--- src/rtl/regs_wb_arbiter_pkg.sv ---
// Shared constants and types for the register-file writeback arbiter.
//   REG_AW  : register address width
//   NREGS   : number of architectural registers
//   REQ_ALU : requester index of the ALU/exec writeback port
//   REQ_LSU : requester index of the load/store writeback port
package regs_wb_arbiter_pkg;
  localparam int   REG_AW  = 5;
  localparam int   NREGS   = 32;
  localparam logic REQ_ALU = 1'b0;
  localparam logic REQ_LSU = 1'b1;

  typedef logic [REG_AW-1:0] reg_addr_t;
endpackage

--- src/rtl/regs_wb_arbiter_rr_arb2.sv ---
// Two-way round-robin arbiter.
//   clk, rst : clock, async active-high reset
//   req[1:0] : request vector, bit index = requester id
//   gnt[1:0] : one-hot grant (comb.); a grant is always a handshake,
//              because gnt is only raised for a valid requester
// On contention the requester that did not win last time is granted.
module wb_rr_arb2
  import regs_wb_arbiter_pkg::*;
(
  input  logic       clk,
  input  logic       rst,
  input  logic [1:0] req,
  output logic [1:0] gnt
);
  logic last_grant;

  always_comb begin
    gnt = 2'b00;
    case (req)
      2'b01:   gnt = 2'b01;
      2'b10:   gnt = 2'b10;
      2'b11:   gnt = (last_grant == REQ_ALU) ? 2'b10 : 2'b01;
      default: gnt = 2'b00;
    endcase
  end

  // Reset to LSU so the ALU wins the first contention.
  always_ff @(posedge clk or posedge rst) begin
    if (rst)         last_grant <= REQ_LSU;
    else if (|gnt)   last_grant <= gnt[REQ_LSU];
  end
endmodule

--- src/rtl/regs_wb_arbiter.sv ---
// Register-file write-port sequencer with RAW scoreboard.
//   clk, rst                       : clock, async active-high reset
//   iss_valid/iss_addr/iss_ready   : decode issue of a register-writing instr
//   alu_valid/alu_addr/alu_data/alu_ready : ALU writeback request
//   lsu_valid/lsu_addr/lsu_data/lsu_ready : LSU writeback request
//   wb_we/wb_addr/wb_data          : registered register-file write port
//   rs_addr/rt_addr, rs_hazard/rt_hazard : decode source hazard lookup
//   sb_err                         : sticky, writeback with zero pending count
module regs_wb_arbiter
  import regs_wb_arbiter_pkg::*;
#(
  parameter int DW   = 32,
  parameter int CNTW = 2
) (
  input  logic              clk,
  input  logic              rst,
  input  logic              iss_valid,
  input  logic [REG_AW-1:0] iss_addr,
  output logic              iss_ready,
  input  logic              alu_valid,
  input  logic [REG_AW-1:0] alu_addr,
  input  logic [DW-1:0]     alu_data,
  output logic              alu_ready,
  input  logic              lsu_valid,
  input  logic [REG_AW-1:0] lsu_addr,
  input  logic [DW-1:0]     lsu_data,
  output logic              lsu_ready,
  output logic              wb_we,
  output logic [REG_AW-1:0] wb_addr,
  output logic [DW-1:0]     wb_data,
  input  logic [REG_AW-1:0] rs_addr,
  input  logic [REG_AW-1:0] rt_addr,
  output logic              rs_hazard,
  output logic              rt_hazard,
  output logic              sb_err
);
  localparam logic [CNTW-1:0] CNT_MAX = '1;

  // ---------------- arbitration ----------------
  logic [1:0] gnt;
  logic       hs;
  reg_addr_t  sel_addr;
  logic [DW-1:0] sel_data;

  wb_rr_arb2 u_arb (
    .clk (clk),
    .rst (rst),
    .req ({lsu_valid, alu_valid}),
    .gnt (gnt)
  );

  assign alu_ready = gnt[REQ_ALU];
  assign lsu_ready = gnt[REQ_LSU];
  assign hs        = |gnt;
  assign sel_addr  = gnt[REQ_LSU] ? lsu_addr : alu_addr;
  assign sel_data  = gnt[REQ_LSU] ? lsu_data : alu_data;

  // ---------------- writeback stage ----------------
  // r0 handshakes are accepted but never raise wb_we.
  always_ff @(posedge clk or posedge rst) begin
    if (rst) begin
      wb_we   <= 1'b0;
      wb_addr <= '0;
      wb_data <= '0;
    end else if (hs) begin
      wb_we   <= (sel_addr != '0);
      wb_addr <= sel_addr;
      wb_data <= sel_data;
    end else begin
      wb_we   <= 1'b0;
    end
  end

  // ---------------- scoreboard ----------------
  logic [CNTW-1:0] cnt [NREGS];
  logic [NREGS-1:0] inc, dec, err_vec;

  assign cnt[0]     = '0;
  assign inc[0]     = 1'b0;
  assign dec[0]     = 1'b0;
  assign err_vec[0] = 1'b0;

  // Decrement happens on the edge the register file commits (wb_we high).
  for (genvar r = 1; r < NREGS; r++) begin : g_cnt
    assign inc[r]     = iss_valid & iss_ready & (iss_addr == REG_AW'(r));
    assign dec[r]     = wb_we & (wb_addr == REG_AW'(r));
    assign err_vec[r] = dec[r] & (cnt[r] == '0);

    always_ff @(posedge clk or posedge rst) begin
      if (rst) cnt[r] <= '0;
      else begin
        case ({inc[r], dec[r]})
          2'b10:   cnt[r] <= cnt[r] + 1'b1;
          2'b01:   if (cnt[r] != '0) cnt[r] <= cnt[r] - 1'b1;
          default: cnt[r] <= cnt[r];
        endcase
      end
    end
  end

  always_ff @(posedge clk or posedge rst) begin
    if (rst) sb_err <= 1'b0;
    else     sb_err <= sb_err | (|err_vec);
  end

  assign iss_ready = (iss_addr == '0) | (cnt[iss_addr] != CNT_MAX);
  assign rs_hazard = (rs_addr != '0) & (cnt[rs_addr] != '0);
  assign rt_hazard = (rt_addr != '0) & (cnt[rt_addr] != '0);
endmodule

--- config.mk ---
export PLATFORM = sky130hd
export DESIGN_NAME = regs_wb_arbiter
export DESIGN_NICKNAME = d
export VERILOG_FILES = /design/src/rtl/regs_wb_arbiter_pkg.sv /design/src/rtl/regs_wb_arbiter_rr_arb2.sv /design/src/rtl/regs_wb_arbiter.sv
export SDC_FILE = /design/constraint.sdc
export NUM_CORES = 1
export LEC_CHECK = 0
export CAP_MARGIN = 20
export CORE_MARGIN = 2
export CORE_UTILIZATION = 55
export DETAILED_ROUTE_END_ITERATION = 10
export PLACE_DENSITY = 0.81
export RECOVER_POWER = 100
export SETUP_SLACK_MARGIN = 0.1
export SYNTH_ARGS = -nofsm -noshare
export SYNTH_HDL_FRONTEND = slang
export SYNTH_HIERARCHICAL = 1
export SYNTH_SLANG_ARGS = --single-unit
--- constraint.sdc ---
create_clock -name clk -period 6.2 [get_ports clk]
set_input_delay 1.24 -clock clk [delete_from_list [all_inputs] [get_ports clk]]
set_output_delay 1.24 -clock clk [all_outputs]
set_load 0.01 [all_outputs]
## Word level (Yosys, flattened, before mapping)

Index checks and enable logic that the tools add are counted.

- Add/sub/neg operators: 62
- $mul: 0
- Divide/modulo/power cells: 0
- $lt $le $gt $ge: 3
- Eq/ne operators: 159
- Shift-type cells: 0
- Multiplexer cells: 76
- Bitwise operators: 101
- Reduce and logical (&&, ||, !) cells: 132

Operators by type and width:

| operator | number |
|---|---|
| $eq 5x5->1 const B | 32 |
| $reduce_bool 2->1 | 64 |
| $pmux 2 s2 | 31 |
| $and 1x1->1 | 96 |
| $eq 5x4->1 const B | 16 |
| $mux 2 | 38 |
| $eq 2x2->1 const B | 33 |
| $eq 2x1->1 const B | 32 |
| $ne 2x2->1 const B | 32 |
| $add 2x1->2 const B | 31 |
| $logic_not 2->1 | 31 |
| $reduce_and 2->1 | 31 |
| $sub 2x1->2 const B | 31 |
| $eq 5x3->1 const B | 8 |
| $mux 32 | 1 |
| $reduce_or 31->1 | 1 |
| $bmux 2 s5 | 3 |
| $eq 5x2->1 const B | 4 |
| $ge 6x6->1 const B | 3 |
| $not 5->6 | 3 |
| $reduce_bool 5->1 | 3 |
| $eq 5x1->1 const B | 2 |
| $pmux 2 s3 | 1 |
| $logic_not 5->1 | 1 |
| 4 further kinds | 5 |

- Flip-flop bits (word level): 102
- Bits in latches: 0
- RAM bits: 0
- Memory bits (read-only): 0
- Input bits: 94
- Output and inout bits: 44
- Memories: 0

## Longest topological paths before layout

- Depth after elaboration: 11
- Gate-level depth with buffers: 8
- Mapped depth without buffers: 5

## Hierarchy

The synthesis kept the hierarchy.

By module, submodules not included:

| module | times used | cells an instance | area each (µm²) | seq. area each (µm²) |
|---|---|---|---|---|
| regs_wb_arbiter | 1 | 757 | 7031.7 | 2527.4 |
| wb_rr_arb2 | 1 | 7 | 57.6 | 26.3 |

## Least setup slack after synthesis

OpenSTA, ideal clock, no wires.

- Path kind: input-to-output
- Start: in rt_addr[2]
- End: out rt_hazard
- Data arrival time: 2.872 ns
- Path slack: 2.088 ns
- Stages on the path: 5
- Cell sequence: clkbuf_1 > mux4_2 > mux4_2 > nor2_1 > a311o_1

- Cells in the longest elaborated chain, start to end: 6
- Elaborated cells on any way between the ends: 7
- Those cells by class: mux: 3; bitwise: 2; reduce/logical: 2

Ends and longest elaborated chain:

| element | RTL line | RTL |
|---|---|---|
| start, declared | regs_wb_arbiter.sv:32 | `input logic [REG_AW-1:0] rt_addr,` |
| $not 5->6 (not written as such) | regs_wb_arbiter.sv:108 | `assign rt_hazard = (rt_addr != '0) & (cnt[rt_addr] != '0);` |
| $bmux 2 s5 | regs_wb_arbiter.sv:108 |  |
| $mux 2 (not written as such) (2 in a row) | regs_wb_arbiter.sv:108 |  |
| $reduce_bool 2->1 | regs_wb_arbiter.sv:108 |  |
| $and 1x1->1 (*) | regs_wb_arbiter.sv:108 |  |
| end, declared | regs_wb_arbiter.sv:34 | `output logic rt_hazard,` |

Every way passes the cells marked *; elsewhere a longest branch is shown, timed or not. The select of a mux whose other input is x is not followed.

## Worst setup path in the final report

- Start: in iss_addr[0]
- End: out iss_ready

- Cells in the longest elaborated chain, start to end: 6
- Elaborated cells on any way between the ends: 7
- Those cells by class: eq/ne: 1; mux: 3; bitwise: 2; reduce/logical: 1

Ends and longest elaborated chain:

| element | RTL line | RTL |
|---|---|---|
| start, declared | regs_wb_arbiter.sv:18 | `input logic [REG_AW-1:0] iss_addr,` |
| $not 5->6 (not written as such) | regs_wb_arbiter.sv:106 | `assign iss_ready = (iss_addr == '0) \| (cnt[iss_addr] != CNT_MAX);` |
| $bmux 2 s5 | regs_wb_arbiter.sv:106 |  |
| $mux 2 (not written as such) (2 in a row) | regs_wb_arbiter.sv:106 |  |
| $ne 2x2->1 | regs_wb_arbiter.sv:106 |  |
| $or 1x1->1 (*) | regs_wb_arbiter.sv:106 |  |
| end, declared | regs_wb_arbiter.sv:19 | `output logic iss_ready,` |

Marked as above.

==> impl_metrics.prom <==
# TYPE chip_impl_metric gauge
chip_impl_metric{name="worst_slew_margin_rel",unit="%"} -74.44
chip_impl_metric{name="n_fill_cell",unit=""} 1017
chip_impl_metric{name="clock_insertion_delay_worst_skew",unit="ns"} 0.36
chip_impl_metric{name="worst_pin_slew",unit="ns"} 2.617
chip_impl_info{name="start_point_of_the_critical_path",value="iss_addr[0]"} 1
chip_impl_metric{name="synth_top_area_share",unit="%"} 35.65
chip_impl_info{name="setup.worst_path.end_class",value="output port"} 1
chip_impl_metric{name="avgViaCountPerCell",unit=""} 6.516
chip_impl_metric{name="async_reset_ff_share",unit="%"} 100.0
chip_impl_metric{name="timing.max_cap.violations",unit=""} 2
chip_impl_metric{name="synth_net_count",unit=""} 858
chip_impl_metric{name="cp_data_required_time",unit="ns"} 4.96
chip_impl_metric{name="worst_setup_hold_path_clk_slew",unit="ns"} 0.08
chip_impl_metric{name="grt_overflow",unit=""} 0
chip_impl_metric{name="die_width",unit="um"} 117.5
chip_impl_info{name="hold_start",value="cnt[8]"} 1
chip_impl_metric{name="vias",unit=""} 6861
chip_impl_metric{name="final.setup.tns",unit="ns"} 0
chip_impl_metric{name="floorplan.io_pins",unit=""} 138
chip_impl_info{name="rsz0062_at_grt",value="false"} 1
chip_impl_metric{name="drt_iter0_drc",unit=""} 841
chip_impl_metric{name="placed_cells",unit=""} 1038
chip_impl_metric{name="timing.final.crit_share",unit="%"} 90.84
chip_impl_metric{name="power.ir.vdd_worst",unit="mV"} 0.1838
chip_impl_metric{name="power.clock.fraction",unit="%"} 24.7
chip_impl_info{name="run_status",value="finished, violations left"} 1
chip_impl_metric{name="start_util",unit="%"} 56.18
chip_impl_info{name="synth_commonest_cells",value="sky130_fd_sc_hd__dfrtp_1, sky130_fd_sc_hd__nand2_1, sky130_fd_sc_hd__o21ai_0, sky130_fd_sc_hd__nor2_1"} 1
chip_impl_metric{name="numPortBuffers",unit=""} 137
chip_impl_metric{name="power.sequential.fraction",unit="%"} 40.7
chip_impl_metric{name="routed_wirelength",unit="um"} 23220
chip_impl_metric{name="finalSetupViolations",unit=""} 0
chip_impl_metric{name="p_sw",unit="mW"} 0.9831
chip_impl_metric{name="max_freq",unit="GHz"} 0.1776
chip_impl_info{name="synth_largest_area_cell",value="sky130_fd_sc_hd__dfrtp_1"} 1
chip_impl_info{name="synthTopCellsByArea",value="sky130_fd_sc_hd__dfrtp_1, sky130_fd_sc_hd__mux4_2, sky130_fd_sc_hd__mux2i_1"} 1
chip_impl_metric{name="synth_enable_flop_cells",unit=""} 0
chip_impl_metric{name="gp_congestion",unit=""} 1.132
chip_impl_metric{name="drtAntennaViolNets",unit=""} 0
chip_impl_metric{name="hpwl",unit="um"} 17840
chip_impl_info{name="synth-main-ff-cell",value="sky130_fd_sc_hd__dfrtp_1"} 1
chip_impl_metric{name="yosys_warnings",unit=""} 6
chip_impl_metric{name="layout-area-overhead-vs-synth",unit="%"} 24.41
chip_impl_metric{name="postSynthCellCount",unit=""} 764
chip_impl_metric{name="total_inserted_antenna_cells",unit=""} 0
chip_impl_metric{name="post_synth_num_cell_types",unit=""} 68
chip_impl_metric{name="final-hold-violation-count",unit=""} 0
chip_impl_metric{name="total_standard_cell_area_after_synthesis",unit="um^2"} 7089
chip_impl_metric{name="yosysSeqAreaShare",unit="%"} 36.02
chip_impl_info{name="yosys.cell_count.top_type",value="sky130_fd_sc_hd__dfrtp_1"} 1
chip_impl_info{name="reg2reg_from",value="u_arb/last_grant"} 1
chip_impl_metric{name="final_period_minus_worst_setup_slack",unit="ns"} 5.632
chip_impl_metric{name="cts_buffer_depth",unit=""} 2
chip_impl_metric{name="design.die.area",unit="um^2"} 13810
chip_impl_metric{name="cts_inserted_buffers",unit=""} 9
chip_impl_metric{name="clock_sinks",unit=""} 102
chip_impl_metric{name="final-instance-count-excl-fill",unit=""} 1053
chip_impl_metric{name="setup.reg_to_reg.worst_slack",unit="ns"} 2.81
chip_impl_metric{name="postCtsResizedCells",unit=""} 0
chip_impl_metric{name="power.switching_fraction",unit="%"} 37.48
chip_impl_metric{name="post_route_cells_drive_above_1_share",unit="%"} 8.513
chip_impl_metric{name="avgRoutedWirePerCell",unit="um"} 22.06
chip_impl_metric{name="syn_avg_cell_area",unit="um^2"} 9.279
chip_impl_metric{name="cts_max_level",unit=""} 3
chip_impl_metric{name="largest_net_degree_at_the_start_of_global_routing",unit=""} 77
chip_impl_info{name="r2r-end",value="wb_addr[1]"} 1
chip_impl_metric{name="comb_power_share",unit="%"} 34.6
chip_impl_metric{name="power.leakage",unit="nW"} 3.475
chip_impl_metric{name="core",unit="um^2"} 12620
chip_impl_metric{name="synth-seq-cells",unit=""} 102
chip_impl_info{name="failing_checks",value="capacitance limit, slew limit"} 1
chip_impl_info{name="clk_root_buffer_cell",value="sky130_fd_sc_hd__clkbuf_16"} 1
chip_impl_metric{name="antenna_violations_before_repair",unit=""} 0
chip_impl_metric{name="drt_drc_violations_left",unit=""} 0
chip_impl_metric{name="timing.reg2reg.worst_path_depth",unit=""} 5
chip_impl_info{name="critical_path.startpoint_type",value="primary input"} 1
chip_impl_metric{name="critPathMaxFanout",unit=""} 12
chip_impl_info{name="setup.worst_path.class",value="primary input to output port"} 1
chip_impl_metric{name="grt_first_pass_wirelength",unit="um"} 36980
chip_impl_metric{name="cts_hold_buf",unit=""} 0
chip_impl_metric{name="finalClockSkew",unit="ns"} 0.007871
chip_impl_metric{name="final_slew_viol_count",unit=""} 94
chip_impl_metric{name="intPower",unit="mW"} 1.640
chip_impl_metric{name="power.density_cell_area",unit="nW/um^2"} 297.4
chip_impl_metric{name="whs",unit="ns"} 0.5282
chip_impl_metric{name="die-height",unit="um"} 117.5
chip_impl_metric{name="via_count_of_the_first_global_routing_pass",unit=""} 6941
chip_impl_metric{name="firstDrtPassIters",unit=""} 7
chip_impl_info{name="setup.worst_path.end",value="iss_ready"} 1
chip_impl_metric{name="post_cts_setup_buffers",unit=""} 0
chip_impl_info{name="worst_hold_path_type",value="register to register"} 1
chip_impl_info{name="tritoncts",value="done"} 1
chip_impl_metric{name="track_usage",unit="%"} 34.11
chip_impl_metric{name="critPathArrivalTime",unit="ns"} 4.39
chip_impl_metric{name="finish.net_count",unit=""} 971
chip_impl_metric{name="floorplan.rows",unit=""} 41
layer usage:
metal  vias up  wire (um)  track usage, %  part of all wire [%]
li1       3061          -               -                     -
met4         0       1261           16.27                   5.4
met2       400      11090           57.20                    48
met3        96       2156           9.787                   9.3
met1      3304       8718           40.48                    38
met5         -          0               0                     0
how the worst min path moves through the flow:
stage	endpoint	cells past startpoint
2_1_floorplan	cnt[36]	1
3_3_place_gp	cnt[10]	1
3_5_place_dp	cnt[8]	1
4_1_cts	cnt[8]	1
5_1_grt	cnt[38]	1
6_report	cnt[8]	1
power by group through the flow:
stage / Sequential, mW / Combinational, mW / Clock, mW
finish: 1.07 / 0.908 / 0.647
global route: 1.09 / 0.975 / 0.680
CTS: 1.06 / 0.914 / 0.656
detailed placement: 1.07 / 0.910 / 0
global placement: 1.05 / 0.883 / 0
floorplan: 0.991 / 0.599 / 0
layout make-up:
cell class / count / area [um^2] / area share, %
clock buffer: 9 / 225.2 / 2.554
clock inverter: 6 / 105.1 / 1.192
inverter: 15 / 57.56 / 0.6526
multi-input combinational: 605 / 4249 / 48.18
sequential: 102 / 2554 / 28.95
tap: 172 / 215.2 / 2.440
timing repair buffer: 144 / 1414 / 16.03
cell usage in the layout (no fill, tap or decap), types with 5 or more instances in the layout:
cell type                         count
sky130_fd_sc_hd__and3_1               5
sky130_fd_sc_hd__dfrtp_1            101
sky130_fd_sc_hd__o21a_1               9
sky130_fd_sc_hd__a211oi_1            17
sky130_fd_sc_hd__dlygate4sd3_1       47
sky130_fd_sc_hd__nand2_1             83
sky130_fd_sc_hd__or2_2                5
sky130_fd_sc_hd__nand3_1             22
sky130_fd_sc_hd__xnor2_1             23
sky130_fd_sc_hd__nor3_1              27
sky130_fd_sc_hd__and2_1              24
sky130_fd_sc_hd__o31ai_1              6
sky130_fd_sc_hd__a22oi_1             23
sky130_fd_sc_hd__o22a_1              11
sky130_fd_sc_hd__nor2_1              62
sky130_fd_sc_hd__a21oi_1             43
sky130_fd_sc_hd__mux2i_1             43
sky130_fd_sc_hd__a21boi_0             7
sky130_fd_sc_hd__mux4_2              29
sky130_fd_sc_hd__clkbuf_16            9
sky130_fd_sc_hd__o21ai_0             65
sky130_fd_sc_hd__clkdlybuf4s50_1     90
sky130_fd_sc_hd__nor2b_1             10
sky130_fd_sc_hd__inv_1               14
sky130_fd_sc_hd__or3b_2              13
flip-flops by register name, indices dropped and copies added (netlist names):
signal,count
sb_err,1
wb_we,1
wb_addr,5
cnt,62
u_arb/last_grant,1
wb_data,32
worst max-delay path, stage by stage:
cell	delay [ns]
sky130_fd_sc_hd__dlygate4sd3_1	0.95
sky130_fd_sc_hd__clkbuf_1	0.55
sky130_fd_sc_hd__mux4_2	0.64
sky130_fd_sc_hd__nor2_1	0.15
sky130_fd_sc_hd__a2111oi_0	0.09
sky130_fd_sc_hd__a22oi_1	0.19
sky130_fd_sc_hd__clkdlybuf4s50_1	0.58
stage by stage:
| step | cell area [um^2] | power, mW | utilization (%) | worst slack (ns) |
|---|---|---|---|---|
| floorplan | 7089 | 1.590 | - | 2.088 |
| global placement | 8568 | 1.937 | 67.90 | 0.8188 |
| detailed placement | 8568 | 1.981 | 67.90 | 0.8455 |
| CTS | 8899 | 2.632 | 70.51 | 0.8400 |
| global route | 8820 | 2.747 | 69.89 | 0.3792 |
| finish | 8820 | 2.623 | 69.89 | 0.5679 |
cell families after synthesis:
| logic type | synth area share (%) |
|---|---|
| AO/OA/AOI/OAI | 19.79 |
| AND/OR/NAND/NOR | 21.76 |
| multiplexers | 15.81 |
| buffers and inverters | 3.406 |
| XOR/XNOR | 3.212 |
| flip-flops | 36.02 |
No activity file was read; power rests on OpenSTA's default activity.
